## config.mk

```make
export PLATFORM = sky130hd
export DESIGN_NAME = ram_fifo_ctrl
export DESIGN_NICKNAME = d
export VERILOG_FILES = /design/src/rtl/ram_fifo_ctrl.sv
export SDC_FILE = /design/constraint.sdc
export NUM_CORES = 1
export LEC_CHECK = 0
export ABC_CLOCK_PERIOD_IN_PS = 5100
export CELL_PAD_IN_SITES_DETAIL_PLACEMENT = 2
export CELL_PAD_IN_SITES_GLOBAL_PLACEMENT = 2
export CORE_ASPECT_RATIO = 1.25
export CORE_UTILIZATION = 27
export CTS_CLUSTER_DIAMETER = 120
export DETAILED_ROUTE_END_ITERATION = 10
export HOLD_SLACK_MARGIN = 0.02
export PLACE_DENSITY = 0.84
export SKIP_LAST_GASP = 1
export SLEW_MARGIN = 20
export SYNTH_ARGS = -nofsm -noshare
export SYNTH_HDL_FRONTEND = slang
export SYNTH_SLANG_ARGS = --single-unit
```

## constraint.sdc

```tcl
create_clock -name clk -period 5.1 [get_ports clk]
set_input_delay 0.765 -clock clk [delete_from_list [all_inputs] [get_ports clk]]
set_output_delay 0.765 -clock clk [all_outputs]
set_load 0.005 [all_outputs]
```

## src/rtl/ram_fifo_ctrl.sv

```systemverilog
// FIFO controller sequencing a simple-dual-port RAM with 1-cycle read latency.
// A 2-entry show-ahead buffer keeps m_data valid whenever m_valid is high.
module ram_fifo_ctrl #(
   parameter int ADDR_WIDTH    = 11,
   parameter int DATA_WIDTH    = 16,
   parameter int AFULL_THRESH  = 2040,
   parameter int AEMPTY_THRESH = 8
) (
   input  logic                    clk,
   input  logic                    rst_n,
   input  logic                    flush,
   input  logic [DATA_WIDTH-1:0]   s_data,
   input  logic                    s_valid,
   output logic                    s_ready,
   output logic [DATA_WIDTH-1:0]   m_data,
   output logic                    m_valid,
   input  logic                    m_ready,
   output logic [ADDR_WIDTH+1:0]   level,
   output logic                    almost_full,
   output logic                    almost_empty,
   output logic [DATA_WIDTH-1:0]   ram_wr_data,
   output logic [ADDR_WIDTH-1:0]   ram_wr_addr,
   output logic                    ram_wr_en,
   output logic [ADDR_WIDTH-1:0]   ram_rd_addr,
   input  logic [DATA_WIDTH-1:0]   ram_rd_data
);

   localparam int LW = ADDR_WIDTH + 2;
   localparam logic [ADDR_WIDTH:0] DEPTH_C  = {1'b1, {ADDR_WIDTH{1'b0}}};
   localparam logic [LW-1:0]       AFULL_C  = LW'(AFULL_THRESH);
   localparam logic [LW-1:0]       AEMPTY_C = LW'(AEMPTY_THRESH);
   localparam logic [ADDR_WIDTH-1:0] PTR_ONE_C = {{(ADDR_WIDTH-1){1'b0}}, 1'b1};

   logic [ADDR_WIDTH-1:0] wr_ptr_r, rd_ptr_r;
   logic [ADDR_WIDTH:0]   ram_cnt_r;
   logic                  pending_r;
   logic [1:0]            occ_r;
   logic [DATA_WIDTH-1:0] buf0_r, buf1_r;
   logic                  s_ready_r, m_valid_r, afull_r, aempty_r;
   logic [LW-1:0]         level_r;

   logic                  wr_accept_s, pop_s, issue_s;
   logic [2:0]            credit_s;
   logic [ADDR_WIDTH:0]   ram_cnt_nxt_s;
   logic [1:0]            occ_nxt_s, slot_s;
   logic [DATA_WIDTH-1:0] buf0_nxt_s, buf1_nxt_s;
   logic [LW-1:0]         level_nxt_s;

   assign s_ready      = s_ready_r;
   assign m_valid      = m_valid_r;
   assign m_data       = buf0_r;
   assign level        = level_r;
   assign almost_full  = afull_r;
   assign almost_empty = aempty_r;
   assign ram_wr_data  = s_data;
   assign ram_wr_addr  = wr_ptr_r;
   assign ram_wr_en    = wr_accept_s;
   assign ram_rd_addr  = rd_ptr_r;

   // Handshakes, read-issue credit and next-state counts.
   always_comb begin
      wr_accept_s   = s_valid & s_ready_r;
      pop_s         = m_valid_r & m_ready;
      credit_s      = {1'b0, occ_r} + {2'b00, pending_r};
      // Issue only if the word has room once it lands, counting the pop this cycle.
      issue_s       = (ram_cnt_r != {(ADDR_WIDTH+1){1'b0}}) &&
                      (credit_s < (3'd2 + {2'b00, pop_s}));
      ram_cnt_nxt_s = ram_cnt_r + {{ADDR_WIDTH{1'b0}}, wr_accept_s}
                                - {{ADDR_WIDTH{1'b0}}, issue_s};
      occ_nxt_s     = occ_r - {1'b0, pop_s} + {1'b0, pending_r};
      level_nxt_s   = {1'b0, ram_cnt_nxt_s} + {{(LW-1){1'b0}}, issue_s}
                      + {{(LW-2){1'b0}}, occ_nxt_s};
   end

   // Output buffer: shift on pop, then land the returning RAM word at the tail.
   always_comb begin
      buf0_nxt_s = pop_s ? buf1_r : buf0_r;
      buf1_nxt_s = buf1_r;
      slot_s     = occ_r - {1'b0, pop_s};
      if (pending_r) begin
         if (slot_s == 2'd0) begin
            buf0_nxt_s = ram_rd_data;
         end else begin
            buf1_nxt_s = ram_rd_data;
         end
      end else begin
         buf1_nxt_s = buf1_r;
      end
   end

   // Pointer, count, buffer and status registers; flush mirrors reset.
   always_ff @(posedge clk or negedge rst_n) begin
      if (!rst_n) begin
         wr_ptr_r  <= {ADDR_WIDTH{1'b0}};
         rd_ptr_r  <= {ADDR_WIDTH{1'b0}};
         ram_cnt_r <= {(ADDR_WIDTH+1){1'b0}};
         pending_r <= 1'b0;
         occ_r     <= 2'd0;
         buf0_r    <= {DATA_WIDTH{1'b0}};
         buf1_r    <= {DATA_WIDTH{1'b0}};
         s_ready_r <= 1'b1;
         m_valid_r <= 1'b0;
         level_r   <= {LW{1'b0}};
         afull_r   <= 1'b0;
         aempty_r  <= 1'b1;
      end else if (flush) begin
         wr_ptr_r  <= {ADDR_WIDTH{1'b0}};
         rd_ptr_r  <= {ADDR_WIDTH{1'b0}};
         ram_cnt_r <= {(ADDR_WIDTH+1){1'b0}};
         pending_r <= 1'b0;
         occ_r     <= 2'd0;
         buf0_r    <= {DATA_WIDTH{1'b0}};
         buf1_r    <= {DATA_WIDTH{1'b0}};
         s_ready_r <= 1'b1;
         m_valid_r <= 1'b0;
         level_r   <= {LW{1'b0}};
         afull_r   <= 1'b0;
         aempty_r  <= 1'b1;
      end else begin
         wr_ptr_r  <= wr_accept_s ? wr_ptr_r + PTR_ONE_C : wr_ptr_r;
         rd_ptr_r  <= issue_s ? rd_ptr_r + PTR_ONE_C : rd_ptr_r;
         ram_cnt_r <= ram_cnt_nxt_s;
         pending_r <= issue_s;
         occ_r     <= occ_nxt_s;
         buf0_r    <= buf0_nxt_s;
         buf1_r    <= buf1_nxt_s;
         s_ready_r <= (ram_cnt_nxt_s < DEPTH_C);
         m_valid_r <= (occ_nxt_s != 2'd0);
         level_r   <= level_nxt_s;
         afull_r   <= (level_nxt_s >= AFULL_C);
         aempty_r  <= (level_nxt_s <= AEMPTY_C);
      end
   end

endmodule

```

==> results of run 1 <==
## worst max-delay path: cells and delay by family
family          cells  cell delay, ns
buf+inv             2            0.59
fa+ha+maj           2            0.69
simple gates        8            1.81
compound gates      4            0.93
xor+xnor            1            0.18
## synth_stat cells (2+ instances only)
cell type  count  area (µm²)
a211o_1        2        17.5
a21oi_1       27         135
a311oi_1      16         140
a31oi_1        2        12.5
and2_1         5        31.3
and3_1         9        56.3
and4_1         2        17.5
buf_1          2        7.51
buf_4         17         128
clkbuf_1      17        63.8
dfrtp_1       84        2100
dfstp_2        2        52.6
fa_1           3        60.1
ha_1          23         288
inv_1         26        97.6
mux2i_1        3        30.0
nand2_1       78         293
nand2b_1       4        25.0
nand3_1       12        60.1
nand4_1        7        43.8
nand4bb_1      2        22.5
nor2_1        66         248
nor2b_1        4        25.0
nor3_1         7        35.0
nor4_1         2        12.5
o21ai_0        3        15.0
or2_2          2        12.5
or3_1          2        12.5
xnor2_1       19         166
xor2_1        20         175
## placed cells by master, fill, tap and decap left out, types with 2 or more instances in the layout
master,Yosys,final
dfrtp_1,84,84
nand2_1,78,78
clkdlybuf4s50_1,0,74
nor2_1,66,66
a21oi_1,27,27
inv_1,26,26
ha_1,23,23
xor2_1,20,20
xnor2_1,19,19
a311oi_1,16,16
nand3_1,12,11
buf_4,17,11
and3_1,9,9
clkbuf_16,0,9
nor3_1,7,7
nand4_1,7,7
and2_1,5,5
nand2b_1,4,4
nor2b_1,4,4
o21ai_0,3,3
mux2i_1,3,3
fa_1,3,3
a211o_1,2,2
or3_1,2,2
a31oi_1,2,2
nand4bb_1,2,2
nor4_1,2,2
or2_2,2,2
and4_1,2,2
dfstp_2,2,2
clkinv_4,0,2
clkbuf_8,0,2
clkinv_2,0,2
## kinds of logic (layout without fill, tap and decap cells)
family,Yosys count,count (layout),synth area share
AND/OR/NAND/NOR,212,212,0.213
multiplexers,4,4,0.00893
adder cells (fa/ha/maj),26,26,0.0753
AO/OA/AOI/OAI,63,63,0.0945
buffers and inverters,63,129,0.0650
XOR/XNOR,40,40,0.0774
flip-flops,86,86,0.466
## flip-flops by register name, indices dropped and copies added, names as in the netlist, 2 cells and up
register,flops
ram_wr_addr,11
buf1_r,16
ram_rd_addr,11
level,13
occ_r,2
m_data,16
ram_cnt_r,12
## final timing paths
check	to	slack, ns	cells after the start
setup / recovery	almost_full$_DFF_PN0_	0.39	17
hold / removal	ram_cnt_r[10]$_DFF_PN0_	0.33	1
setup reg to reg	almost_full$_DFF_PN0_	0.51	17
hold reg to reg	buf1_r[2]$_DFFE_PN0P_	0.53	2
max in group asynchronous	ram_wr_addr[7]$_DFFE_PN0P_	3.67	2
min in group clk	buf1_r[2]$_DFFE_PN0P_	0.53	2
## routing by layer
layer  vias to the layer above  GRT usage  part of all wire
li1                       1757          -                 -
met1                      1935      0.175              0.39
met2                        56      0.306              0.56
met3                        19     0.0314             0.029
met4                         0     0.0557             0.018
met5                         -          0                 0
## stage by stage
step | hold WS (ns) | total power [µW] | instances | util | setup slack, ns
after CTS | 0.338 | 4570 | 780 | 0.348 | 0.384
after floorplan | 0.469 | 2770 | 494 | - | 0.216
final | 0.333 | 4490 | 780 | 0.348 | 0.391
after global placement | 0.512 | 3630 | 764 | 0.329 | 0.211
after global routing | 0.356 | 4870 | 780 | 0.348 | 0.131
after detailed placement | 0.520 | 3770 | 764 | 0.329 | 0.105
## layout make-up
class / count / share of cell area
Clock buffer: 11 / 0.0433
Sequential cell: 86 / 0.369
Inverter: 27 / 0.0173
Tap cell: 220 / 0.0471
Clock inverter: 5 / 0.00985
Timing Repair Buffer: 86 / 0.142
Multi-Input combinational cell: 345 / 0.372
## power breakdown
| part | switching, µW | internal, µW |
|---|---|---|
| sequential | 123 | 906 |
| clock | 278 | 406 |
| combinational | 1610 | 1170 |
==> results.py, run 1 <==
metrics = {
    "sta": {
        "min_period_over_period": 0.923,
        "timing.slew.headroom": 0.396,
        "totalNegativeSetupSlack_ns": 0,
        "finalHoldViolations": 0,
        "timing_max_transition_violations_final": 0,
        "clock_skew_ns": 0.0108,
        "max_freq_mhz": 212,
        "worst_margin_pin_slew_ns": 0.906,
        "layout_min_cycle_time_ns": 4.71,
        "setup_viol": 0,
        "rsz0062_at_grt": "false",
    },
    "critical_path": {
        "cp_max_fo": 4,
        "crit_type": "in -> reg",
        "startpoint": "m_ready",
        "reg2reg_from": "pending_r$_DFF_PN0_",
        "cpMaxStageDelayCell": "or4_1",
        "end_kind": "flop",
        "cp_data_arrival_time_ns": 4.96,
        "path_cells": "clkdlybuf4s50_1 -> nand2_1 -> o21a_1 -> nor3_1 -> inv_1 -> nand2_1 -> nand2_1 -> ha_1 -> fa_1 -> a211o_1 -> and3_1 -> a211oi_2 -> nand4_1 -> or4_4 -> xnor2_1 -> or4_1 -> o22ai_1",
        "cpMostUsedCell": "nand2_1",
        "critical_path.startpoint_type": "input pin",
        "worst_ep_required_time_ns": 5.35,
        "maximum_cell_stage_delay_along_the_critical_path_ns": 0.55,
    },
    "layout": {
        "final-seq-area_um2": 2150,
        "layout.filler_cells": 1819,
        "post_route_cells_drive_above_1_share": 0.0732,
        "nets": 618,
        "fin_area_um2": 5840,
        "number_of_diodes": 0,
        "multiInputGateArea_um2": 2170,
        "area_growth_syn_to_layout_pct": 26.4,
    },
    "synth": {
        "netlist-cell-type-count": 56,
        "ys_ff_latch": 86,
        "mappedNetlistNets": 557,
        "synthesis.yosys.warnings": 0,
        "synth.yosys.seq_area_share": 0.466,
        "synth_top_flop_cell": "dfrtp_1",
        "post_synth_edffs": 0,
        "async_reset_ff_frac": 1.00,
        "syn_area_per_cell_um2": 9.36,
        "synthCells": 494,
        "mappedNetlistArea_um2": 4620,
    },
    "route": {
        "ant_nets": 0,
        "avgViaCountPerCell": 4.83,
        "wire_per_inst_um": 17.0,
        "dr.first_iter.drc_count": 108,
        "dr.pass1.iters": 4,
        "drc_errors": 0,
        "vias": 3767,
        "finalWirelength_um": 13200,
    },
    "clock_tree": {
        "clockBufferDepth": 2,
        "htreeDepth": 3,
        "postCtsSetupBuffers": 0,
        "cts_hold_repair.buffers": 0,
        "post_cts.resized_instances": 0,
        "clkLatencyLatePin_ns": 0.35,
        "tritoncts": "done",
        "numCtsBuffers": 9,
        "clock-sinks": 86,
        "cts.reportedPaths.clkPinSlew_ns": 0.07,
        "cts.root.buffer_cell": "clkbuf_16",
    },
    "place": {
        "placed_area_um2": 5530,
        "port-buffer-count": 76,
        "globalplace.congestion": 0.830,
        "detailed_place_hpwl_um": 9670,
    },
    "pwr": {
        "power_density_nw_per_um2": 769,
        "leakagePower_uw": 0.00255,
        "peakVddDrop_v": 0.000302,
    },
    "die": {
        "boundaryPins": 109,
        "die_w_um": 119,
        "placement_rows": 53,
        "full_die_area_um2": 17600,
        "die_height_um": 148,
        "design.core.area_um2": 16800,
        "start_util": 0.275,
    },
    "grt": {
        "grt-ovfl-total": 0,
        "grt_first_pass_wirelength_um": 22300,
        "grt_pass1_vias": 4323,
        "grt_antenna_before_repair": 0,
        "grt_start_max_net_pins": 85,
        "groute.usage.overall": 0.160,
    },
    "hold_path": {
        "hold_path_class": "in -> async",
    },
    "outcome": {
        "run_status": "completed",
    },
    "run": {
        "maxCapViolations": 0,
    },
}
No activity file was read; power rests on OpenSTA's default activity.
==> run 2: changes to the inputs <==
CORE_UTILIZATION = 35   (was 27)
DONT_BUFFER_PORTS = 1   (was not set)
SKIP_CTS_REPAIR_TIMING = 1   (was not set)
==> results.py, run 2 (same netlist as run 1, synthesis figures left out) <==
metrics = {
    "outcome": {
        "run_status": "completed",
    },
    "pwr": {
        "leakagePower_uw": 0.00220,
        "power_density_nw_per_um2": 814,
        "fin_total_pwr_uw": 4010,
        "peakVddDrop_v": 0.000273,
    },
    "critical_path": {
        "cp_data_arrival_time_ns": 5.14,
        "worst_ep_required_time_ns": 5.38,
        "crit_buf_inv": 1,
        "critical_path.startpoint_type": "flop",
        "maximum_cell_stage_delay_along_the_critical_path_ns": 0.51,
        "cp_top_family": "compound AO/OA/AOI/OAI gates",
        "cpMostUsedCell": "ha_1",
        "reg2reg_from": "pending_r$_DFF_PN0_",
        "path_cells": "ha_1 -> ha_1 -> o21a_1 -> nor3_1 -> inv_1 -> nand2_1 -> nand2_1 -> ha_1 -> fa_1 -> a211o_1 -> and3_1 -> a211oi_2 -> nand4_1 -> or4_4 -> a2111oi_0 -> mux2_2 -> a41o_1",
        "cpMaxStageDelayCell": "a2111oi_0",
        "cp_max_fo": 6,
        "end_kind": "flop",
        "startpoint": "pending_r$_DFF_PN0_",
        "crit_type": "reg -> reg",
    },
    "sta": {
        "final_critical_path_setup_slack_ns": 0.242,
        "setup_viol": 0,
        "finalHoldViolations": 0,
        "layout_min_cycle_time_ns": 4.86,
        "timing_max_transition_violations_final": 0,
        "worst_margin_pin_slew_ns": 0.630,
        "timing.slew.headroom": 0.580,
        "totalNegativeSetupSlack_ns": 0,
        "min_period_over_period": 0.953,
        "max_freq_mhz": 206,
        "rsz0062_at_grt": "false",
        "clock_skew_ns": 0.00765,
    },
    "route": {
        "dr.first_iter.drc_count": 124,
        "avgViaCountPerCell": 5.36,
        "ant_nets": 0,
        "drc_errors": 0,
        "dr.pass1.iters": 4,
        "vias": 3459,
        "finalWirelength_um": 12600,
        "wire_per_inst_um": 19.6,
    },
    "layout": {
        "mostFrequentLayoutCell": "dfrtp_1",
        "number_of_diodes": 0,
        "post_route_cells_drive_above_1_share": 0.0608,
        "area_growth_syn_to_layout_pct": 6.63,
        "fin_area_um2": 4930,
        "layout_common_cells": "dfrtp_1, nand2_1, nor2_1",
        "nets": 535,
        "layout.filler_cells": 1410,
    },
    "place": {
        "place_worst_setup_slack_ns": 0.328,
        "globalplace.congestion": 0.772,
        "port-buffer-count": 0,
        "placed_area_um2": 4660,
        "detailed_place_hpwl_um": 9170,
    },
    "clock_tree": {
        "cts.reportedPaths.clkPinSlew_ns": 0.06,
        "clkLatencyLatePin_ns": 0.34,
        "cts.root.buffer_cell": "clkbuf_16",
        "clock-sinks": 86,
        "clockBufferDepth": 2,
        "tritoncts": "done",
        "numCtsBuffers": 9,
        "htreeDepth": 3,
    },
    "die": {
        "full_die_area_um2": 13700,
        "placement_rows": 46,
        "die_height_um": 130,
        "start_util": 0.362,
        "boundaryPins": 109,
        "die_w_um": 105,
        "design.core.area_um2": 12800,
    },
    "grt": {
        "grt_start_max_net_pins": 87,
        "grt_pass1_vias": 3971,
        "groute.usage.overall": 0.193,
        "globalRoute.busiestLayer": "met2",
        "grt_first_pass_wirelength_um": 20500,
        "gr-usage-met2": 0.369,
        "grt_util_met1": 0.208,
        "grt_antenna_before_repair": 0,
        "grt_use_met3": 0.0372,
        "grt-ovfl-total": 0,
    },
    "run": {
        "maxCapViolations": 0,
    },
    "hold_path": {
        "hold_path_class": "in -> async",
    },
}
run 2: through the flow:
step	util	cells	hold slack, ns
after floorplan	-	494	0.469
after CTS	0.385	645	0.107
after global placement	0.364	629	0.472
final	0.386	645	0.120
after global routing	0.386	645	0.101
after detailed placement	0.364	629	0.472
run 2: worst reg2reg max path, cell delays in order, from the launching register on:
cell and delay (ns):
dfrtp_1 0.43, ha_1 0.22, ha_1 0.28, o21a_1 0.12, nor3_1 0.20, inv_1 0.13
nand2_1 0.12, nand2_1 0.08, ha_1 0.25, fa_1 0.45, a211o_1 0.32, and3_1 0.21
a211oi_2 0.42, nand4_1 0.17, or4_4 0.46, a2111oi_0 0.51, mux2_2 0.27, a41o_1 0.17
run 2: path summary, 6_finish.rpt:
| path | to | slack [ns] | depth (start not counted) |
|---|---|---|---|
| hold / removal | level[5]$_DFF_PN0_ | 0.12 | 0 |
| setup reg to reg | almost_empty$_DFF_PN1_ | 0.24 | 17 |
| hold reg to reg | buf1_r[5]$_DFFE_PN0P_ | 0.53 | 2 |
| min in group clk | ram_cnt_r[7]$_DFF_PN0_ | 0.49 | 1 |
| max in group asynchronous | almost_empty$_DFF_PN1_ | 4.78 | 0 |
| setup / recovery | almost_empty$_DFF_PN1_ | 0.24 | 17 |
run 2: cell type report:
class	count	area (µm²)	share of cell area
Timing Repair Buffer	3	22.5	0.00457
Inverter	27	101	0.0206
Clock inverter	4	31.3	0.00635
Tap cell	168	210	0.0427
Multi-Input combinational cell	345	2170	0.441
Sequential cell	86	2150	0.437
Clock buffer	12	236	0.0480
run 2: metal layers:
metal / wire, µm / vias up
met5: 0 / -
met2: 6850 / 72
met1: 4980 / 1771
met3: 490 / 24
met4: 306 / 0
li1: - / 1592
run 2: power breakdown:
part	internal (µW)	switching (µW)
registers	907	156
logic	877	1460
clock network	333	274
==> run 3: changes to the inputs <==
PLACE_DENSITY = 0.75   (was 0.84)
SKIP_CTS_REPAIR_TIMING = not set   (was 1)
==> results.py, run 3 (same netlist as run 1, synthesis figures left out) <==
metrics = {
    "outcome": {
        "run_status": "completed",
    },
    "grt": {
        "groute.usage.overall": 0.191,
        "grt-ovfl-total": 0,
        "grt_start_max_net_pins": 87,
        "grt_pass1_vias": 3806,
        "grt_first_pass_wirelength_um": 20500,
        "grt_antenna_before_repair": 0,
    },
    "sta": {
        "timing.slew.headroom": 0.586,
        "final.hold.worst_slack_ns": 0.120,
        "layout_min_cycle_time_ns": 4.76,
        "max_freq_mhz": 210,
        "rsz0062_at_grt": "false",
        "finalHoldViolations": 0,
        "timing_max_transition_violations_final": 0,
        "worst_margin_pin_slew_ns": 0.620,
        "clock_skew_ns": 0.00724,
        "setup_viol": 0,
        "min_period_over_period": 0.933,
        "totalNegativeSetupSlack_ns": 0,
    },
    "die": {
        "design.core.area_um2": 12800,
        "boundaryPins": 109,
        "start_util": 0.362,
        "die_w_um": 105,
        "placement_rows": 46,
        "full_die_area_um2": 13700,
        "die_height_um": 130,
    },
    "layout": {
        "nets": 535,
        "mostFrequentLayoutCell": "dfrtp_1",
        "layout_common_cells": "dfrtp_1, nand2_1, nor2_1",
        "fin_cells": 645,
        "fin_area_um2": 4920,
        "postLayoutCoreUtil": 0.385,
        "post_route_cells_drive_above_1_share": 0.0608,
        "number_of_diodes": 0,
        "area_growth_syn_to_layout_pct": 6.50,
    },
    "clock_tree": {
        "htreeDepth": 3,
        "clock-sinks": 86,
        "cts.reportedPaths.clkPinSlew_ns": 0.06,
        "tritoncts": "done",
        "postCtsSetupBuffers": 0,
        "post_cts.resized_instances": 0,
        "clkLatencyLatePin_ns": 0.34,
        "numCtsBuffers": 9,
        "cts_hold_repair.buffers": 0,
        "clockBufferDepth": 2,
        "cts.root.buffer_cell": "clkbuf_16",
    },
    "critical_path": {
        "critical_path.startpoint_type": "flop",
        "crit_type": "reg -> reg",
        "worst_ep_required_time_ns": 5.38,
        "reg2reg_from": "ram_cnt_r[4]$_DFF_PN0_",
        "reg2reg_slack_ns": 0.34,
        "cp_max_fo": 7,
        "cp_data_arrival_time_ns": 5.04,
        "crit-reg2reg-capture": "almost_empty$_DFF_PN1_",
        "end_kind": "flop",
        "worstRegToRegCells": 18,
    },
    "route": {
        "ant_nets": 0,
        "dr.pass1.iters": 4,
        "drc_errors": 0,
        "dr.first_iter.drc_count": 134,
        "avgViaCountPerCell": 5.29,
        "wire_per_inst_um": 19.2,
        "vias": 3412,
        "finalWirelength_um": 12400,
    },
    "pwr": {
        "power_density_nw_per_um2": 808,
        "leakagePower_uw": 0.00220,
        "peakVddDrop_v": 0.000348,
    },
    "place": {
        "placed_area_um2": 4660,
        "port-buffer-count": 0,
        "dp_cells": 629,
        "detailed_place_hpwl_um": 8780,
        "globalplace.congestion": 0.809,
    },
    "hold_path": {
        "hold_path_class": "in -> async",
    },
    "run": {
        "maxCapViolations": 0,
    },
}
[run 3: changes by cell type in the layout (fill, tap and decap cells not counted), sizes merged]
cell and change:
inv -1, clkinv +2, clkinvlp -1
[run 3: where the power goes]
part	leakage, µW	switching, µW	internal (µW)	total [µW]
clock network	0.000123	267	329	596
registers	0.00114	154	907	1060
logic	0.000938	1450	870	2320
[run 3: through the flow]
stage / power [µW] / setup WS [ns]
floorplan: 2770 / 0.216
global placement: 3280 / 0.582
detailed placement: 3400 / 0.378
CTS: 4060 / 0.322
global route: 4330 / 0.0656
finish: 3980 / 0.340
[run 3: worst max-delay path: stages (launching register included)]
cell	delay (ns)
dfrtp_1	0.40
inv_1	0.10
ha_1	0.15
nand4b_1	0.11
nor3_1	0.26
nor3_1	0.11
buf_4	0.18
nand2b_1	0.15
nand2_1	0.08
ha_1	0.24
fa_1	0.44
a211o_1	0.31
a31oi_1	0.28
o31ai_1	0.14
xnor2_1	0.22
or4_4	0.59
a2111oi_0	0.49
mux2_2	0.27
a41o_1	0.18
[run 3: final cells by class]
cell class              count  area (µm²)
fillers                  1409        7860
multi-input cells         345        2170
flip-flops and latches     86        2150
clock buffers              12         236
well taps                 168         210
inverters                  27         101
clock inverters             4        25.0
repair buffers              3        22.5
[run 3: how the worst max path moves through the flow]
stage	slack, ns	start	cells after the start	to
after CTS	0.32	ram_cnt_r[4]$_DFF_PN0_	18	almost_full$_DFF_PN0_
after detailed placement	0.38	m_ready	16	almost_full$_DFF_PN0_
after floorplan	0.22	m_ready	16	almost_empty$_DFF_PN1_
after global placement	0.58	m_ready	16	almost_empty$_DFF_PN1_
final	0.34	ram_cnt_r[4]$_DFF_PN0_	18	almost_empty$_DFF_PN1_
after global routing	0.07	pending_r$_DFF_PN0_	17	almost_empty$_DFF_PN1_
[run 3: layer usage]
| metal | track usage | vias up | routed length [µm] |
|---|---|---|---|
| met1 | 0.224 | 1757 | 5100 |
| met5 | 0 | - | 0 |
| met2 | 0.356 | 56 | 6700 |
| met3 | 0.0387 | 10 | 454 |
| met4 | 0.0530 | 0 | 127 |
| li1 | - | 1589 | - |
